## src/rtl/uart_tx_fifo.sv

```systemverilog
// uart_tx_fifo
//   UART transmitter fed by a byte FIFO. Upstream pushes bytes whenever the
//   FIFO has room. The serialiser sends them back to back, with no idle time
//   between frames. The frame format is fixed at elaboration by parameters.
//
// Ports
//   CLK          system clock, rising edge
//   RST          asynchronous active-high reset
//   Wr_En        push Wr_Data into the FIFO (dropped when Full)
//   Wr_Data[7:0] byte to send; bits above DATA_BITS-1 are ignored
//   Full         FIFO holds FIFO_DEPTH entries
//   Empty        FIFO holds no entries
//   Level        FIFO occupancy, 0..FIFO_DEPTH
//   Overflow     sticky: a write was dropped; cleared only by RST
//   Tx_Busy      serialiser is in a frame
//   Tx_Done_Sig  high during the last cycle of each frame's final stop bit
//   Tx_Pin_Out   registered serial line, idles high
module uart_tx_fifo #(
    parameter int BAUD_DIV   = 434,
    parameter int DATA_BITS  = 8,
    parameter int PARITY     = 0,   // 0 none, 1 odd, 2 even
    parameter int STOP_BITS  = 1,
    parameter int FIFO_DEPTH = 16,
    parameter int ADDR_W     = 4
) (
    input  logic              CLK,
    input  logic              RST,
    input  logic              Wr_En,
    input  logic [7:0]        Wr_Data,
    output logic              Full,
    output logic              Empty,
    output logic [ADDR_W:0]   Level,
    output logic              Overflow,
    output logic              Tx_Busy,
    output logic              Tx_Done_Sig,
    output logic              Tx_Pin_Out
);

    localparam int                 TIMER_W   = $clog2(BAUD_DIV);
    localparam logic [TIMER_W-1:0] BIT_LAST  = TIMER_W'(BAUD_DIV - 1);
    localparam logic [7:0]         DATA_MASK = 8'((1 << DATA_BITS) - 1);
    localparam logic [2:0]         IDX_LAST  = 3'(DATA_BITS - 1);
    localparam logic               STOP_LAST = 1'(STOP_BITS - 1);

    typedef enum logic [2:0] {S_IDLE, S_START, S_DATA, S_PAR, S_STOP} state_t;

    // ---------------- FIFO ----------------
    logic [7:0]        mem [FIFO_DEPTH];
    logic [ADDR_W-1:0] wr_ptr, rd_ptr;
    logic              push, pop;

    assign Full  = (Level == (ADDR_W+1)'(FIFO_DEPTH));
    assign Empty = (Level == '0);
    // Full is the registered occupancy, so a write that lands on the same
    // edge as a pop from a full FIFO is still dropped.
    assign push  = Wr_En && !Full;

    // NOTE: the storage array has no reset; the pointers and Level alone
    // decide which entries are valid, so stale data is never observable.
    always_ff @(posedge CLK) begin
        if (push) mem[wr_ptr] <= Wr_Data;
    end

    // NOTE: every sequential block uses non-blocking assignments so all
    // registers update from the same pre-edge values.
    always_ff @(posedge CLK or posedge RST) begin
        if (RST) begin
            wr_ptr   <= '0;
            rd_ptr   <= '0;
            Level    <= '0;
            Overflow <= 1'b0;
        end else begin
            // Pointers wrap naturally because the depth is a power of two.
            if (push) wr_ptr <= wr_ptr + ADDR_W'(1);
            if (pop)  rd_ptr <= rd_ptr + ADDR_W'(1);
            if (push && !pop)      Level <= Level + (ADDR_W+1)'(1);
            else if (pop && !push) Level <= Level - (ADDR_W+1)'(1);
            if (Wr_En && Full) Overflow <= 1'b1;
        end
    end

    // ---------------- serialiser ----------------
    state_t             state, state_n;
    logic [TIMER_W-1:0] timer, timer_n;
    logic [2:0]         bit_idx, idx_n;
    logic               stop_idx, stop_n;
    logic [7:0]         shift, shift_n;
    logic               par_bit, par_n;
    logic               line_n;
    logic               bit_end;
    logic               start_frame;
    logic [7:0]         head_byte;
    logic               head_par;

    assign bit_end   = (timer == BIT_LAST);
    assign head_byte = mem[rd_ptr] & DATA_MASK;
    // Even parity is the XOR of the data bits; odd parity is its inverse.
    assign head_par  = (^head_byte) ^ (PARITY == 1);

    always_ff @(posedge CLK or posedge RST) begin
        if (RST) begin
            state      <= S_IDLE;
            timer      <= '0;
            bit_idx    <= '0;
            stop_idx   <= 1'b0;
            shift      <= '0;
            par_bit    <= 1'b0;
            Tx_Pin_Out <= 1'b1;
        end else begin
            state      <= state_n;
            timer      <= timer_n;
            bit_idx    <= idx_n;
            stop_idx   <= stop_n;
            shift      <= shift_n;
            par_bit    <= par_n;
            Tx_Pin_Out <= line_n;
        end
    end

    // The line value is computed for the state being entered and registered,
    // so Tx_Pin_Out changes exactly on bit boundaries with no decode glitches.
    // NOTE: every signal gets a default before the case statement, so no
    // path leaves one unassigned and no latch is inferred.
    always_comb begin
        state_n     = state;
        timer_n     = timer;
        idx_n       = bit_idx;
        stop_n      = stop_idx;
        shift_n     = shift;
        par_n       = par_bit;
        line_n      = Tx_Pin_Out;
        pop         = 1'b0;
        start_frame = 1'b0;

        if (state != S_IDLE) timer_n = bit_end ? '0 : timer + TIMER_W'(1);

        case (state)
            S_IDLE: begin
                line_n      = 1'b1;
                timer_n     = '0;
                start_frame = !Empty;
            end
            S_START: begin
                if (bit_end) begin
                    state_n = S_DATA;
                    idx_n   = '0;
                    line_n  = shift[0];
                end
            end
            S_DATA: begin
                if (bit_end) begin
                    if (bit_idx == IDX_LAST) begin
                        if (PARITY != 0) begin
                            state_n = S_PAR;
                            line_n  = par_bit;
                        end else begin
                            state_n = S_STOP;
                            stop_n  = 1'b0;
                            line_n  = 1'b1;
                        end
                    end else begin
                        idx_n   = bit_idx + 3'd1;
                        shift_n = {1'b0, shift[7:1]};
                        line_n  = shift[1];
                    end
                end
            end
            S_PAR: begin
                if (bit_end) begin
                    state_n = S_STOP;
                    stop_n  = 1'b0;
                    line_n  = 1'b1;
                end
            end
            S_STOP: begin
                if (bit_end) begin
                    if (stop_idx == STOP_LAST) begin
                        // Chain straight into the next start bit when data
                        // is waiting, so frames stay contiguous.
                        state_n     = S_IDLE;
                        line_n      = 1'b1;
                        start_frame = !Empty;
                    end else begin
                        stop_n = 1'b1;
                    end
                end
            end
            default: begin
                state_n = S_IDLE;
                line_n  = 1'b1;
            end
        endcase

        if (start_frame) begin
            pop     = 1'b1;
            shift_n = head_byte;
            par_n   = head_par;
            state_n = S_START;
            timer_n = '0;
            line_n  = 1'b0;
        end
    end

    assign Tx_Busy     = (state != S_IDLE);
    assign Tx_Done_Sig = (state == S_STOP) && bit_end && (stop_idx == STOP_LAST);

endmodule

```

## config.mk

```make
export PLATFORM = sky130hd
export DESIGN_NAME = uart_tx_fifo
export DESIGN_NICKNAME = d
export VERILOG_FILES = /design/src/rtl/uart_tx_fifo.sv
export SDC_FILE = /design/constraint.sdc
export NUM_CORES = 1
export LEC_CHECK = 0
export ABC_AREA = 1
export BUFFER_PORTS_ARGS = -buffer_cell sky130_fd_sc_hd__buf_4
export CORE_MARGIN = 5
export CORE_UTILIZATION = 30
export DETAILED_ROUTE_END_ITERATION = 16
export PLACE_DENSITY = 0.53
export RECOVER_POWER = 25
export SLEW_MARGIN = 20
export SYNTH_ARGS = -nofsm -noshare
export SYNTH_HDL_FRONTEND = slang
export SYNTH_SLANG_ARGS = --single-unit
```

## constraint.sdc

```tcl
create_clock -name CLK -period 3.65 [get_ports CLK]
set_clock_uncertainty 0.05 [all_clocks]
set_input_delay 0 -clock CLK [delete_from_list [all_inputs] [get_ports CLK]]
set_output_delay 0 -clock CLK [all_outputs]
set_load 0.02 [all_outputs]
```

-- Word level (Yosys, flattened, before mapping)
Memory sizes are Yosys's and may differ from the RTL's.
Index checks and enable logic that the tools add are counted.
- register bits: 39
- memory bits (writable): 128
- bits of input ports: 11
- output and inout port bits: 11
- logic and storage cells: 105
- memories: 1
- $add $sub $neg: 6
- equal/unequal tests: 21
- mux-type cells: 42
- bitwise operators: 1
- reduce and logical (&&, ||, !) cells: 24
- memories (memory ; words ; bits a word ; read ports ; clocked after Yosys merged registers in ; write ports ; RTL line ; text):
    mem ; 16 ; 8 ; 1 ; 0 ; 1 ; 48 ; logic [7:0] mem [FIFO_DEPTH];
- operator list (operator ; count):
    9-bit 2-to-1 mux ; 4
    8-bit 2-to-1 mux ; 4
    3-bit 2-to-1 mux ; 10
    3-bit != test (second input constant) ; 6
    1-bit 2-to-1 mux ; 17
    2-bit != test (second input constant) ; 8
    3-bit one-hot mux with 5 select lines ; 1
    5-bit 2-to-1 mux ; 2
    5-bit AND reduction ; 2
    9-bit by 1-bit adder with 9-bit output (second input constant) ; 1
    9-bit equality test (second input constant) ; 1
    3-bit nonzero test ; 3
    4-bit by 1-bit adder with 4-bit output (second input constant) ; 2
    2-bit nonzero test ; 4
    7-bit AND reduction ; 1
    3-bit by 2-bit equality test with 1-bit output (second input constant) ; 2
    3-bit equality test (second input constant) ; 2
    1-bit logical AND ; 6
    3-bit one-hot mux with 2 select lines ; 1
    5-bit by 1-bit adder with 5-bit output (second input constant) ; 1
    5-bit equality test (second input constant) ; 1
    5-bit logical NOT ; 1
    5-bit by 1-bit subtractor with 5-bit output (second input constant) ; 1
    1-bit logical NOT ; 4
    9 further kinds ; 9

-- Longest topological paths before layout
Gate-level depths: netlist of the first run.
- word-level depth: 9
- depth in mapped cells: 16
- mapped depth without buffers: 15

-- Worst setup path before layout of the first run
Ideal clock, no wire load.
- path type: register to register
- start point: register timer[1]
- end point: register Level[4]
- arrival: 2.267 ns
- slack: 1.202 ns
- cell stages (with the launch flop): 17
- path buffers: 1
- clock period less this slack: 2.448 ns
- cells stage by stage: dfrtp_1 > inv_1 > ha_1 > nand2_1 > inv_1 > nand3_4 > nand2_2 > nand3_4 > buf_6 > ha_1 > inv_1 > ha_1 > a21oi_1 > nand2_1 > a21oi_1 > o21ai_0 > xor2_1
- longest elaborated chain between the ends: 7
- RTL lines (item ; RTL line ; text):
    start: declaration ; 84 ; logic [TIMER_W-1:0] timer, timer_n;
    start signal: assignment ; 111 ; timer <= timer_n;
    9-bit equality test * ; 95 ; assign bit_end = (timer == BIT_LAST);
    1-bit 2-to-1 mux * ; 176 ; if (bit_end) begin
    1-bit one-hot mux with 2 select lines * ; 137 ; case (state)
    1-bit 2-to-1 mux * ; 194 ; if (start_frame) begin
    1-bit logical NOT ; 76 ; if (push && !pop) Level <= Level + (ADDR_W+1)'(1);
    1-bit logical AND ; 76 ;
    5-bit 2-to-1 mux or 2-bit nonzero test (tied branches) ; - ;
    end signal: assignment ; 76 ;
    end signal: assignment ; 77 ; else if (pop && !push) Level <= Level - (ADDR_W+1)'(1);
    end: declaration ; 32 ; output logic [ADDR_W:0] Level,
Every way passes the cells marked *; elsewhere a longest branch is shown, timed or not.
A chain may end at the register's enable or synchronous reset.

-- Final worst setup path of the first run
Ends and elaborated chain as after synthesis.

==> summary.txt, run 1 <==
layout cells sized above 1 - 0.0931
sequential-to-total area share from yosys stat - 0.642
Post-Syn Area per Cell - 10.1 um2
unrepaired setup endpoints after global routing - false
register area - 0.00480 mm2
setup TNS - 0 ns
Vias/cell - 4.43
maximum fanout along the worst path - 18
clock power share - 0.359
# H-tree levels - 4
synth warn - 0
area of the multi-input gates - 0.00218 mm2
initial antenna violation count - 0
# nets final - 796
Yosys reg bits - 166
status - finished clean
Num CTS Buffers - 17
cell count after synthesis - 741
DRT Wirelength - 16,200 um
Worst Tran Pin Value - 0.904 ns
PD cells - 534 mW/mm2
DR vias - 4,909
Crit Path Class - flip-flop to flip-flop
Sw Share - 0.272
Starting Density - 0.306
diode count - 0
HPWL after detailed placement - 10,400 um
CP Data Required Time - 3.91 ns
# Post-CTS Setup Buffers - 0
Reg power frac - 0.508
Max Slew Vio Count - 0
post-route antenna net violation count - 0
Worst slew margin - 0.398
Pre-antenna DRT Iters - 5
WL per Instance - 14.6 um
Worst EP arrival - 2.95 ns
FF-to-FF Start - timer[1]$_DFFE_PP0P_
initial DRC count - 336
Pint - 3.33 mW
DRC viols - 0
Leak - 3.58 nW
max cap viols - 0
commonest non-fill, non-tap cell in the layout - nand2_1
Root Buffer - clkbuf_16
combinational power share - 0.133
part of the cycle the worst path needs - 0.736
Clock Latency Late Sink - 0.43 ns
Layout Utilization - 0.351
fillers - 2,491
syn_nets - 766
row cnt - 57
total grt overflow - 0
CTS sink cnt - 166
Synth async-reset ratio - 0.229
FMAX - 0.372 GHz
Hold Buf Count CTS - 10
P_sw - 1.25 mW
Area Growth Syn to Fin - 14.6%
largest net degree at the start of global routing - 68
final hold viol count - 0
Overall Global Routing Usage - 0.119
IO Port Bufs - 21
hold slack - 0.179 ns
startpoint types - flip-flop
Post-synth top flop - edfxtp_1
Distinct cells, synth - 33
EDFF count, synth - 128
PostCTS Resize Cnt - 0
Die W - 168 um
HP Class - primary input to asynchronous set/reset pin
die extent in y - 168 um
setup violators final - 0
Max clock buf depth - 2
gp weighted congestion - 0.783
Ports - 22
most frequent cells in the layout - 235 x nand2_1, 128 x edfxtp_1, 107 x nand3_1, 88 x inv_1, 36 x dfrtp_1
DIE AREA - 0.0282 mm2
VDD IR max - 0.000307 V
CTS tree - done
crit path time final - 2.69 ns
Mapped Area - 0.00747 mm2
clock slew at reported path FFs - 0.07 ns
core area - 0.0244 mm2
vias in the first global route - 4,662
CP startpoint - timer[1]$_DFFE_PP0P_
CP endpoint kind - flip-flop
first-pass GRT wire length - 26,100 um
==> Yosys cell counts (2+ instances only) <==
library cell / count / area [um2]
a21oi_1: 9 / 45.0
nand4_1: 5 / 31.3
nor3_1: 2 / 10.0
o21ai_2: 3 / 26.3
nor2_4: 3 / 33.8
ha_1: 13 / 163
nand3_1: 107 / 536
edfxtp_1: 128 / 3840
clkinv_1: 3 / 11.3
o211ai_1: 2 / 15.0
xor2_1: 7 / 61.3
nand2_1: 235 / 882
nand2_2: 4 / 25.0
nor3b_1: 2 / 15.0
nand3_4: 2 / 35.0
buf_2: 11 / 55.1
xnor2_1: 3 / 26.3
inv_2: 4 / 15.0
nor2_1: 31 / 116
o21ai_0: 18 / 90.1
dfrtp_1: 37 / 926
buf_1: 2 / 7.51
inv_1: 88 / 330
clkbuf_1: 11 / 41.3
buf_6: 3 / 33.8
==> metal layers <==
layer / GRT usage / vias to the layer above / wire length [um]
met3: 0.0234 / 15 / 475
met4: 0.0402 / 0 / 268
met5: 0 / - / 0
met1: 0.163 / 2331 / 7690
li1: - / 2489 / -
met2: 0.190 / 74 / 7790
==> flip-flops by register name, summed over array words and instances, names as in the netlist <==
name        cells
mem           128
rd_ptr          4
wr_ptr          4
Overflow        1
timer           9
Tx_Pin_Out      1
shift           8
Level           5
bit_idx         3
state           3
==> power by group through the flow <==
stage	Sequential (mW)	Combinational (mW)	Clock [mW]
after floorplan	2.39	0.346	0
after global placement	2.36	0.606	0
after detailed placement	2.36	0.613	0
after CTS	2.32	0.623	1.67
after global routing	2.34	0.689	1.76
final	2.32	0.607	1.64
==> worst paths after layout <==
path / to / slack, ns / depth (start not counted)
max: Level[4]$_DFFE_PP0P_ / 0.96 / 15
min: Level[1]$_DFFE_PP0P_ / 0.18 / 3
max reg2reg: Level[4]$_DFFE_PP0P_ / 0.96 / 15
min reg2reg: Overflow$_DFFE_PP0P_ / 0.41 / 1
max in group asynchronous: rd_ptr[0]$_DFFE_PP0N_ / 2.58 / 4
min in group CLK: Overflow$_DFFE_PP0P_ / 0.29 / 3
==> cell type report <==
type / instances / share of cell area
multi-input cells: 453 / 0.255
well taps: 324 / 0.0473
flip-flops and latches: 166 / 0.560
inverters: 95 / 0.0416
repair buffers: 38 / 0.0332
clock inverters: 14 / 0.0114
clock buffers: 18 / 0.0513
==> critical path, stage by stage, from the launching register on <==
cell and delay, ns:
dfrtp_1 0.40, inv_1 0.06, ha_1 0.14, nand2_1 0.05
inv_1 0.08, nand3_4 0.14, nand2_2 0.11, nand3_4 0.19
ha_1 0.25, inv_1 0.16, ha_1 0.29, a21oi_1 0.18
nand2_1 0.08, a21oi_1 0.12, o21ai_0 0.11, xor2_1 0.15
==> per-stage QoR <==
| stage | power (mW) | setup slack [ns] | instance area (um2) | instances |
|---|---|---|---|---|
| 2_1_floorplan | 2.73 | 1.20 | 7470 | 741 |
| 3_3_place_gp | 2.96 | 1.01 | 7950 | 1066 |
| 3_5_place_dp | 2.97 | 0.969 | 7950 | 1066 |
| 4_1_cts | 4.62 | 0.949 | 8590 | 1108 |
| 5_1_grt | 4.79 | 0.689 | 8560 | 1108 |
| 6_report | 4.57 | 0.962 | 8560 | 1108 |
==> cells by family after synthesis <==
family                     share of synthesized area
buffers and inverters                         0.0661
xor gates and xnor gates                      0.0117
and+or+nand+nor                                0.227
AOI/OAI and AO/OA                             0.0286
DFF                                            0.642
adders and majority gates                     0.0244
Note: power is estimated with default switching activity, not from simulation.
==> run 2: changes to the inputs <==
==> constraint.sdc (replaced) <==
create_clock -name CLK -period 2.7 [get_ports CLK]
set_clock_uncertainty 0.05 [all_clocks]
set_input_delay 0 -clock CLK [delete_from_list [all_inputs] [get_ports CLK]]
set_output_delay 0 -clock CLK [all_outputs]
set_load 0.02 [all_outputs]
==> summary.txt, run 2 (synthesis gave the netlist of run 1 again) <==
most frequent cells in the layout - 235 x nand2_1, 128 x edfxtp_1, 107 x nand3_1, 88 x inv_1, 38 x buf_4
Worst slew margin - 0.424 (+0.0260)
IO Port Bufs - 21 (unchanged)
DRT Wirelength - 16,600 um (+2.6%)
diode count - 0 (unchanged)
CP endpoint kind - flip-flop
row cnt - 57 (unchanged)
Clock Latency Late Sink - 0.42 ns (about the same)
Vias/cell - 4.45 (+0.34%)
clock slew at reported path FFs - 0.06 ns (about the same)
maximum fanout along the worst path - 8 (-10)
Root Buffer - clkbuf_16
Die W - 168 um (unchanged)
first-pass GRT wire length - 26,700 um (+2.1%)
WL per Instance - 14.8 um (+0.89%)
placed cells - 1,085 (+1.8%)
initial DRC count - 318 (-5.4%)
area of the multi-input gates - 0.00218 mm2 (unchanged)
Area Growth Syn to Fin - 18.0%
layout cells sized above 1 - 0.108 (+0.0152)
HPWL after detailed placement - 10,600 um (+1.6%)
PD cells - 742 mW/mm2 (+39%)
crit path time final - 2.45 ns (-0.238 ns)
Max Slew Vio Count - 0 (unchanged)
CTS tree - done
Worst Tran Pin Value - 0.865 ns (-0.0390 ns)
final hold viol count - 0 (unchanged)
CP Data Required Time - 2.95 ns (-0.96 ns)
Crit Path Class - flip-flop to flip-flop
Largest register FFs - 128 (unchanged)
setup violators final - 0 (unchanged)
Max clock buf depth - 2 (unchanged)
Overall Global Routing Usage - 0.122 (+0.00286)
max cap viols - 0 (unchanged)
initial antenna violation count - 0 (unchanged)
FMAX - 0.408 GHz (+9.7%)
total grt overflow - 0 (unchanged)
DIE AREA - 0.0282 mm2 (unchanged)
post-route antenna net violation count - 0 (unchanged)
Leak - 3.71 nW (+3.7%)
commonest non-fill, non-tap cell in the layout - nand2_1
largest net degree at the start of global routing - 68 (unchanged)
DRC viols - 0 (unchanged)
die extent in y - 168 um (unchanged)
VDD IR max - 0.000405 V (+32%)
core area - 0.0244 mm2 (unchanged)
setup TNS - 0 ns (unchanged)
vias in the first global route - 4,861 (+4.3%)
part of the cycle the worst path needs - 0.907 (+0.171)
status - finished clean
Num CTS Buffers - 17 (unchanged)
fillers - 2,483 (-0.32%)
Largest regs - mem x128, timer x9, shift x8
Largest Register - mem
startpoint types - flip-flop
Cell Count, Final, Fillers Out - 1,127 (+1.7%)
Starting Density - 0.306 (unchanged)
# H-tree levels - 4 (unchanged)
unrepaired setup endpoints after global routing - false
Ports - 22 (unchanged)
Worst EP arrival - 2.70 ns (-0.25 ns)
Pre-antenna DRT Iters - 4 (-1)
HP Class - primary input to asynchronous set/reset pin
PostCTS Resize Cnt - 0 (unchanged)
gp weighted congestion - 0.803 (+2.5%)
CTS sink cnt - 166 (unchanged)
DR vias - 5,010 (+2.1%)
# nets final - 815 (+2.4%)
register area - 0.00480 mm2 (unchanged)
## run 2: cell types whose count changed in the layout (fill, tap and decap cells not counted)
cell / previous run / this run
buf_12: 0 / 3
buf_4: 21 / 38
bufinv_16: 0 / 4
clkbuf_1: 7 / 8
clkbuf_8: 1 / 0
clkinv_1: 3 / 7
clkinv_2: 4 / 0
clkinv_4: 3 / 1
clkinvlp_4: 0 / 1
inv_4: 4 / 0
## run 2: final cells by class
class,instances,area share
clock buffer,19,0.0491
multi-input combinational,453,0.247
inverter,95,0.0404
sequential,166,0.544
clock inverter,13,0.0201
timing repair buffer,57,0.0531
tap,324,0.0460
## run 2: timing repair
| action | in CTS | in global routing |
|---|---|---|
| buffers inserted | 0 | 0 |
| hold endpoints to repair | 143 | 0 |
| hold buffers | 10 | 0 |
## run 2: path summary, 6_finish.rpt
path,start,endpoint,slack [ns],depth (start not counted)
max in group asynchronous,RST,Tx_Pin_Out$_DFFE_PP1P_,1.78,4
setup / recovery,timer[1]$_DFFE_PP0P_,Level[4]$_DFFE_PP0P_,0.25,15
setup reg to reg,timer[1]$_DFFE_PP0P_,Level[4]$_DFFE_PP0P_,0.25,15
min in group CLK,Wr_En,Overflow$_DFFE_PP0P_,0.29,3
hold / removal,RST,wr_ptr[3]$_DFFE_PP0P_,0.16,3
hold reg to reg,Overflow$_DFFE_PP0P_,Overflow$_DFFE_PP0P_,0.41,1
## run 2: worst max-delay path, cell delays in order (launching register included)
cell and delay (ns):
dfrtp_1 0.40, inv_1 0.06, ha_1 0.13, nand2_1 0.05, inv_1 0.08, nand3_4 0.14
nand2_2 0.11, nand3_4 0.07, ha_1 0.18, inv_1 0.16, ha_1 0.29, a21oi_1 0.15
nand2_1 0.08, a21oi_1 0.11, o21ai_0 0.11, xor2_1 0.15
## run 2: power by group
group	switching [mW]	leakage (nW)	internal [mW]	total [mW]
Combinational	0.573	1.80	0.307	0.880
Clock	0.981	0.293	1.55	2.53
Sequential	0.109	1.62	3.03	3.14
## run 2: per-layer routing
metal	share of wire	vias up	track usage
met1	0.45	2396	0.164
met4	0.016	0	0.0455
li1	-	2523	-
met2	0.50	79	0.197
met3	0.037	12	0.0232
met5	0	-	0
## run 2: per-stage QoR
step	cell area, um2	util	worst slack (ns)	total power [mW]	hold WS [ns]
2_1_floorplan	7470	-	0.252	3.70	0.0489
3_3_place_gp	8130	0.333	0.277	4.07	0.0503
3_5_place_dp	8130	0.333	0.259	4.08	0.0489
4_1_cts	8840	0.363	0.254	6.62	0.139
5_1_grt	8820	0.362	0.0485	6.86	0.217
6_report	8820	0.362	0.250	6.55	0.158
==> run 3: changes to the inputs <==
--- a/config.mk
+++ b/config.mk
@@ -8,9 +8,9 @@
 export ABC_AREA = 1
 export BUFFER_PORTS_ARGS = -buffer_cell sky130_fd_sc_hd__buf_4
 export CORE_MARGIN = 5
-export CORE_UTILIZATION = 30
+export CORE_UTILIZATION = 33
 export DETAILED_ROUTE_END_ITERATION = 16
-export PLACE_DENSITY = 0.53
+export PLACE_DENSITY = 0.57
 export RECOVER_POWER = 25
 export SLEW_MARGIN = 20
 export SYNTH_ARGS = -nofsm -noshare
==> summary.txt, run 3 (synthesis gave the netlist of run 1 again) <==
status - finished clean
Max clock buf depth - 2 (unchanged)
VDD IR max - 0.000453 V (+12%)
WL per Instance - 15.0 um (+1.7%)
diode count - 0 (unchanged)
area of the multi-input gates - 0.00218 mm2 (unchanged)
Worst slew margin - 0.328 (-0.0960)
hold slack - 0.116 ns (-0.0427 ns)
Clock Latency Late Sink - 0.42 ns (about the same)
CTS sink cnt - 166 (unchanged)
Pint - 4.59 mW (-6.1%)
initial DRC count - 330 (+3.8%)
max cap viols - 0 (unchanged)
part of the cycle the worst path needs - 0.912 (+0.00497)
crit path time final - 2.46 ns (+0.0134 ns)
placed cell area - 0.00802 mm2 (-1.4%)
FMAX - 0.406 GHz (-0.55%)
CP endpoint kind - flip-flop
clock power share - 0.361 (-0.025)
# nets final - 808 (-0.86%)
clock slew at reported path FFs - 0.07 ns (about the same)
design area - 0.00864 mm2 (-2.0%)
total grt overflow - 0 (unchanged)
pre-CTS setup slack - 0.253 ns (-0.00570 ns)
Worst Tran Pin Value - 1.00 ns (+0.140 ns)
final hold viol count - 0 (unchanged)
largest net degree at the start of global routing - 53 (-22%)
layout cells sized above 1 - 0.0992 (-0.00910)
Layout Utilization - 0.385 (+0.0235)
Pwr Total - 6.25 mW (-4.5%)
Die W - 160 um (-4.4%)
Hold Buf Count CTS - 10 (unchanged)
P_sw - 1.66 mW (+0.12%)
Largest regs - mem x128, timer x9, shift x8
Ports - 22 (unchanged)
register area - 0.00480 mm2 (unchanged)
maximum fanout along the worst path - 8 (unchanged)
Crit Reg-Reg Endpoint - Level[4]$_DFFE_PP0P_
placed cells - 1,039 (-4.2%)
Worst R2R Setup Slack - 0.24 ns (about the same)
Pre-antenna DRT Iters - 4 (unchanged)
DRC viols - 0 (unchanged)
DIE AREA - 0.0258 mm2 (-8.6%)
die extent in y - 160 um (-4.4%)
combinational power share - 0.135 (about the same)
CTS tree - done
# H-tree levels - 4 (unchanged)
Max Slew Vio Count - 0 (unchanged)
IO Port Bufs - 21 (unchanged)
# Post-CTS Setup Buffers - 0 (unchanged)
first-pass GRT wire length - 26,000 um (-2.6%)
PD cells - 723 mW/mm2 (-2.5%)
most frequent cells in the layout - 235 x nand2_1, 128 x edfxtp_1, 107 x nand3_1, 88 x inv_1, 36 x dfrtp_1
HPWL after detailed placement - 10,500 um (-0.69%)
Overall Global Routing Usage - 0.131 (+0.00875)
Vias/cell - 4.60 (+3.5%)
Starting Density - 0.333 (+0.0267)
initial antenna violation count - 0 (unchanged)
Largest Register - mem
Cell Count, Final, Fillers Out - 1,081 (-4.1%)
CP Data Required Time - 2.95 ns (about the same)
unrepaired setup endpoints after global routing - false
Sw Share - 0.266 (+0.0123)
Num CTS Buffers - 17 (unchanged)
PostCTS Resize Cnt - 0 (unchanged)
vias in the first global route - 4,742 (-2.4%)
Leak - 3.63 nW (-2.1%)
fillers - 2,195 (-12%)
DR vias - 4,975 (-0.70%)
DRT Wirelength - 16,200 um (-2.5%)
gp weighted congestion - 0.790 (-1.6%)
row cnt - 55 (-3.5%)
startpoint types - flip-flop
setup TNS - 0 ns (unchanged)
post-route antenna net violation count - 0 (unchanged)
setup violators final - 0 (unchanged)
Root Buffer - clkbuf_16
Worst Setup Slack, final - 0.237 ns (-0.0134 ns)
core area - 0.0224 mm2 (-8.0%)
commonest non-fill, non-tap cell in the layout - nand2_1
Reg2Reg Depth - 15 (unchanged)
FF-to-FF Start - timer[1]$_DFFE_PP0P_
Reg power frac - 0.504 (+0.025)
Worst EP arrival - 2.71 ns (about the same)
Area Growth Syn to Fin - 15.6%
HP Class - primary input to asynchronous set/reset pin
Largest register FFs - 128 (unchanged)
Crit Path Class - flip-flop to flip-flop
## run 3: critical path, stage by stage (launching register included)
cell and delay (ns):
dfrtp_1 0.40, inv_1 0.06, ha_1 0.13, nand2_1 0.05, inv_1 0.08, nand3_4 0.14
nand2_2 0.11, nand3_4 0.06, ha_1 0.18, inv_1 0.16, ha_1 0.29, a21oi_1 0.15
nand2_1 0.07, a21oi_1 0.12, o21ai_0 0.12, xor2_1 0.15
## run 3: area by class of cell
cell class / instances / share of cell area
multi-input combinational: 453 / 0.253
timing repair buffer: 50 / 0.0458
inverter: 95 / 0.0413
clock buffer: 18 / 0.0497
sequential: 166 / 0.555
clock inverter: 14 / 0.0142
tap: 285 / 0.0413
## run 3: per-layer routing
metal,vias up,global-route usage,part of all wire
li1,2511,-,-
met1,2351,0.171,0.44
met2,93,0.214,0.49
met3,20,0.0254,0.050
met4,0,0.0520,0.020
met5,-,0,0
## run 3: how the worst max path moves through the flow
stage | cells after the start | to | slack (ns) | from
final | 15 | Level[4]$_DFFE_PP0P_ | 0.24 | timer[1]$_DFFE_PP0P_
after global routing | 15 | Level[4]$_DFFE_PP0P_ | 0.04 | timer[1]$_DFFE_PP0P_
after CTS | 15 | Level[4]$_DFFE_PP0P_ | 0.23 | timer[1]$_DFFE_PP0P_
after detailed placement | 15 | Level[4]$_DFFE_PP0P_ | 0.25 | timer[1]$_DFFE_PP0P_
after global placement | 15 | Level[4]$_DFFE_PP0P_ | 0.27 | timer[1]$_DFFE_PP0P_
after floorplan | 16 | Level[4]$_DFFE_PP0P_ | 0.25 | timer[1]$_DFFE_PP0P_
## run 3: power by group through the flow
stage / clock network [mW] / registers, mW / logic, mW
final: 2.26 / 3.15 / 0.844
after global routing: 2.45 / 3.17 / 0.947
after CTS: 2.31 / 3.15 / 0.860
after detailed placement: 0 / 3.20 / 0.846
after global placement: 0 / 3.19 / 0.838
after floorplan: 0 / 3.23 / 0.467
